## src/rtl/bsg_mem_1rw_sync_mask_write_byte_req_adapter.sv

```systemverilog
// Ready/valid front end for a 1rw sync byte-masked memory; read data is captured into a credited response FIFO.
// Optional: define BSG_MEM_REQ_ADAPTER_WRITE_ACK_EN to make writes return a zero-data acknowledge.
module bsg_mem_1rw_sync_mask_write_byte_req_adapter #(
    parameter int data_width_p    = 64,
    parameter int els_p           = 1024,
    parameter int addr_width_p    = (els_p > 1) ? $clog2(els_p) : 1,
    parameter int mask_width_p    = data_width_p >> 3,
    parameter int resp_fifo_els_p = 4
) (
    input  logic                    clk_i,
    input  logic                    reset_n_i,
    input  logic                    v_i,
    input  logic                    w_i,
    input  logic [addr_width_p-1:0] addr_i,
    input  logic [data_width_p-1:0] data_i,
    input  logic [mask_width_p-1:0] mask_i,
    output logic                    ready_and_o,
    output logic                    mem_v_o,
    output logic                    mem_w_o,
    output logic [addr_width_p-1:0] mem_addr_o,
    output logic [data_width_p-1:0] mem_data_o,
    output logic [mask_width_p-1:0] mem_w_mask_o,
    input  logic [data_width_p-1:0] mem_data_i,
    output logic                    v_o,
    output logic [data_width_p-1:0] data_o,
    input  logic                    yumi_i
);

    localparam int ptr_w_lp = (resp_fifo_els_p > 1) ? $clog2(resp_fifo_els_p) : 1;
    localparam int cnt_w_lp = $clog2(resp_fifo_els_p + 1);

    typedef logic [ptr_w_lp-1:0] ptr_t;

    logic [cnt_w_lp-1:0]     count_q, count_d;
    logic                    pend_q, pend_d;
    logic                    pend_w_q, pend_w_d;
    logic                    live_q;
    ptr_t                    rd_ptr_q, rd_ptr_d;
    ptr_t                    wr_ptr_q, wr_ptr_d;
    logic [data_width_p-1:0] fifo_q [resp_fifo_els_p];

    logic [cnt_w_lp:0]       used;
    logic                    accept, push, pop;
    logic [data_width_p-1:0] push_data;

    function automatic ptr_t ptr_inc(input ptr_t p);
        return (p == ptr_t'(resp_fifo_els_p - 1)) ? ptr_t'(0) : p + ptr_t'(1);
    endfunction

    // A slot is reserved for the in-flight read, so the FIFO can never overflow.
    assign used        = {1'b0, count_q} + (cnt_w_lp + 1)'(pend_q);
    assign ready_and_o = live_q & (used < (cnt_w_lp + 1)'(resp_fifo_els_p));
    assign accept      = v_i & ready_and_o;

    assign mem_v_o      = accept;
    assign mem_w_o      = w_i;
    assign mem_addr_o   = addr_i;
    assign mem_data_o   = data_i;
    assign mem_w_mask_o = w_i ? mask_i : '0;

`ifdef BSG_MEM_REQ_ADAPTER_WRITE_ACK_EN
    assign pend_d   = accept;
    assign pend_w_d = accept & w_i;
`else
    assign pend_d   = accept & ~w_i;
    assign pend_w_d = 1'b0;
`endif

    assign push      = pend_q;
    assign pop       = yumi_i & v_o;
    assign push_data = pend_w_q ? '0 : mem_data_i;

    assign count_d  = count_q + cnt_w_lp'(push) - cnt_w_lp'(pop);
    assign wr_ptr_d = push ? ptr_inc(wr_ptr_q) : wr_ptr_q;
    assign rd_ptr_d = pop  ? ptr_inc(rd_ptr_q) : rd_ptr_q;

    assign v_o    = (count_q != '0);
    assign data_o = fifo_q[rd_ptr_q];

    always_ff @(posedge clk_i or negedge reset_n_i) begin
        if (!reset_n_i) begin
            count_q  <= '0;
            pend_q   <= 1'b0;
            pend_w_q <= 1'b0;
            live_q   <= 1'b0;
            rd_ptr_q <= '0;
            wr_ptr_q <= '0;
        end else begin
            count_q  <= count_d;
            pend_q   <= pend_d;
            pend_w_q <= pend_w_d;
            live_q   <= 1'b1;
            rd_ptr_q <= rd_ptr_d;
            wr_ptr_q <= wr_ptr_d;
        end
    end

    always_ff @(posedge clk_i) begin
        if (push) fifo_q[wr_ptr_q] <= push_data;
    end

`ifndef SYNTHESIS
    always @(posedge clk_i) begin
        if (reset_n_i) begin
            assert (!(yumi_i && !v_o));
            assert (!(push && !pop && (count_q == cnt_w_lp'(resp_fifo_els_p))));
        end
    end
`endif

endmodule

```

## config.mk

```make
export PLATFORM = sky130hd
export DESIGN_NAME = bsg_mem_1rw_sync_mask_write_byte_req_adapter
export DESIGN_NICKNAME = d
export VERILOG_FILES = /design/src/rtl/bsg_mem_1rw_sync_mask_write_byte_req_adapter.sv
export SDC_FILE = /design/constraint.sdc
export NUM_CORES = 1
export LEC_CHECK = 0
export ABC_AREA = 1
export BUFFER_PORTS_ARGS = -buffer_cell sky130_fd_sc_hd__buf_4
export CAP_MARGIN = 20
export CORE_ASPECT_RATIO = 1.2
export CORE_UTILIZATION = 45
export CTS_BUF_LIST = sky130_fd_sc_hd__clkbuf_4
export CTS_CLUSTER_SIZE = 10
export DETAILED_ROUTE_END_ITERATION = 6
export HOLD_SLACK_MARGIN = 0.06
export PLACE_DENSITY = 0.73
export RECOVER_POWER = 25
export SLEW_MARGIN = 5
export SYNTH_ARGS = -nofsm -noshare
export SYNTH_HDL_FRONTEND = slang
export SYNTH_SLANG_ARGS = --single-unit
```

## constraint.sdc

```tcl
create_clock -name clk_i -period 2.6 [get_ports clk_i]
set_clock_uncertainty 0.2 [all_clocks]
set_input_delay 0.39 -clock clk_i [delete_from_list [all_inputs] [get_ports clk_i]]
set_output_delay 0.39 -clock clk_i [all_outputs]
set_load 0.02 [all_outputs]
```

==> run_results.csv <==
group,metric,value,unit
outcome,outcome,"finished, violations left",
outcome,violations,"setup timing",
pwr,p_total,15700,µW
synthesis,avgSynthCellArea,13.8,µm²
routing,vias,7217,
pwr,ir_worst_vdd,0.604,mV
timing,worst_pin_slew,0.565,ns
floorplanning,die_w,142,µm
timing,finalSetupViolations,36,
critical_path,reg2reg_to,"count_q[2]",
pwr,switchingPower,5970,µW
synthesis,yosys.area.top_type,"edfxtp_1",
timing,worst_slack,-0.0976,ns
clock_network,cts.clk_slew.worst_paths,0.07,ns
place,dp_cells,1141,
critical_path,cp_max_fo,8,
floorplanning,core_region_area,23200,µm²
clock_network,cts-root-buf,"clkbuf_4",
routing,antenna_left,0,
floorplanning,rows,61,
worst_hold_path,min_from,"mem_data_i[58]",
floorplanning,die_h,171,µm
worst_hold_path,min_to,"fifo_q[1][58]",
floorplanning,ios,301,
critical_path,reg2regPathDepth,10,
global_route,antenna_found_initial,2,
synthesis,synth_top_area_share,72.2,%
pwr,p_seq_share,32.2,%
place,port_buffers,152,
synthesis,synthDistinctLibCells,20,
synthesis,synth-main-ff-cell,"edfxtp_1",
synthesis,syn_inst,773,
clock_network,cts_tree,"yes",
synthesis,yosys-top-cells-count,"edfxtp_1, nor2_1, o21ai_0, buf_4, o22ai_1",
global_route,grt_pass1_wl,43.2,mm
routing,via_per_inst,5.39,
synthesis,synth_enable_flop_cells,256,
critical_path,start_kind,"register",
synthesis,yosysWarningCount,0,
layout,stdcell_count,1339,
place,place_ws,0.459,ns
floorplanning,dieArea,24300,µm²
timing,clock.fmax,371,MHz
worst_hold_path,hp-class,"in2reg",
place,dp_hpwl,15.8,mm
global_route,track_usage,24.9,%
synthesis,synth-seq-area-share,74.3,%
clock_network,cts_buffers,61,
layout,final_layout_size_suffix_gt1_share,37.4,%
synthesis,ys_top_cells_by_area,"edfxtp_1, buf_4, nor2_1",
critical_path,r2r-start,"count_q[1]",
clock_network,clockBufferDepth,3,
pwr,swShare,38.0,%
routing,drc,0,
clock_network,cts_htree_levels,2,
timing,drv_slew,0,
critical_path,worstSetupPathType,"reg2out",
pwr,p_leak,0.00512,µW
routing,dr.pass1.iters,5,
global_route,grt_overflow,0,
job,maxCapViolCount,0,
worst_hold_path,hold_path_depth,2,
place,place_congestion,0.715,
clock_network,cts.sinks,265,
timing,hold_viol,0,
critical_path,cp.required,2.01,ns
pwr,power_density,1090,nW/µm²
timing,finalCriticalPeriod,2.70,ns
global_route,grt_max_degree,66,
pwr,pwr-share-comb,48.1,%
pwr,clockPowerShare,19.7,%
synthesis,synth_area,10700,µm²
routing,drt_wl_total,32.7,mm
synthesis,yosys_register_bits,265,
layout,fin_util,61.8,%
synthesis,yosysMostFrequentCell,"edfxtp_1",
synthesis,synthArstFlopShare,3.40,%
pwr,internal_power,9720,µW
clock_network,clk_latency,0.68,ns
floorplanning,start_util,45.9,%
timing,rsz0062_at_grt,"true",
critical_path,cp-end-kind,"output port",
layout,fin_nets,1145,
synthesis,syn-num-nets,933,
timing,slew_headroom,62.3,%
global_route,grt_pass1_vias,7059,
routing,first_iter_violations,335,
routing,wl_per_cell,24.4,µm
critical_path,crit_arrival,2.11,ns
layout,area_growth,34.6,%
timing,finalCritPeriodShare,104,%
critical_path,reg2reg_slack,0.46,ns
-- how the worst max path moves through the flow --
stage | startpoint | to | slack (ns)
4_1_cts | rd_ptr_q[0] | data_o[35] | -0.15
2_1_floorplan | wr_ptr_q[0] | fifo_q[0][0] | 0.07
3_3_place_gp | count_q[1] | count_q[2] | 0.52
5_1_grt | rd_ptr_q[0] | data_o[55] | -0.16
3_5_place_dp | count_q[1] | count_q[2] | 0.46
6_report | rd_ptr_q[0] | data_o[18] | -0.1
-- metal layers --
layer  routed length [µm]  GRT usage, %  share of wire [%]
met1                10800          25.2                 33
met4                 2040          17.3                6.2
met3                 3570          11.0                 11
met2                16400          41.2                 50
met5                    0             0                  0
-- cells in the final DEF, fill, tap and decap left out, types with 3 or more instances in the layout --
master,n
buf_12,13
nand2_1,20
nor2_1,61
buf_16,13
o21ai_4,3
o21ai_0,32
clkbuf_4,83
clkbuf_1,42
edfxtp_1,256
ha_1,8
nor2_4,39
o22ai_1,30
buf_6,34
clkbuf_16,7
dfrtp_1,6
o21ai_1,76
inv_2,5
o22ai_2,34
nand3_1,3
buf_4,89
clkinv_1,13
o21ai_2,21
dlygate4sd3_1,69
nor2_2,32
inv_1,19
-- cell type report --
class                      count  area (µm²)
antenna                        2        5.00
clock buffer                  83         623
clock inverter                17        92.6
fill                        1784        8870
inverter                      25         109
multi-input combinational    364        2490
sequential                   265        7920
tap                          315         394
timing repair buffer         267        2690
timing repair inverter         1        8.76
-- repair_timing --
action / CTS / global route
setup endpoints to repair: 64 / 65
resized for setup: 70 / 209
buffers inserted: 6 / 4
gates cloned: 11 / 8
pin swaps: 3 / 63
hold endpoints to repair: 268 / 0
hold buffers: 69 / 0
-- worst max-delay path, stage by stage (launching register included) --
cell	delay [ns]
dfrtp_4	0.58
buf_12	0.18
buf_16	0.16
o21ai_0	0.21
o22ai_1	0.13
buf_4	0.18
-- stage by stage --
stage          area [µm²]  hold WS (ns)  setup TNS (ns)
6_report            14300         0.279           -1.24
5_1_grt             14300         0.251           -6.69
4_1_cts             13600         0.185           -6.65
3_5_place_dp        11600        0.0204               0
3_3_place_gp        11600        0.0200               0
2_1_floorplan       10700        -0.106               0
-- power by group through the flow --
stage                     logic [µW]  registers (µW)  clock network (µW)
after floorplan                 3250            5070                   0
after global placement          4780            5080                   0
after detailed placement        4860            5090                   0
after CTS                       6240            5030                3160
after global routing            7960            5080                3360
final                           7550            5060                3090
-- cells by family (layout without fill, tap and decap cells) --
logic type	after synthesis	in the layout	synth area share, %
adder cells (fa/ha/maj)	9	9	1.13
AO/OA/AOI/OAI	196	196	9.96
buffers and inverters	144	393	8.89
flip-flops	265	265	74.3
XOR/XNOR	1	1	0.0822
other	1	3	0.0352
AND/OR/NAND/NOR	157	157	5.61
-- registers in the layout, indices dropped and copies added (netlist names) --
signal	flops
fifo_q	256
count_q	3
rd_ptr_q	2
wr_ptr_q	2
live_q	1
pend_q	1
Note: power is estimated with default switching activity, not from simulation.
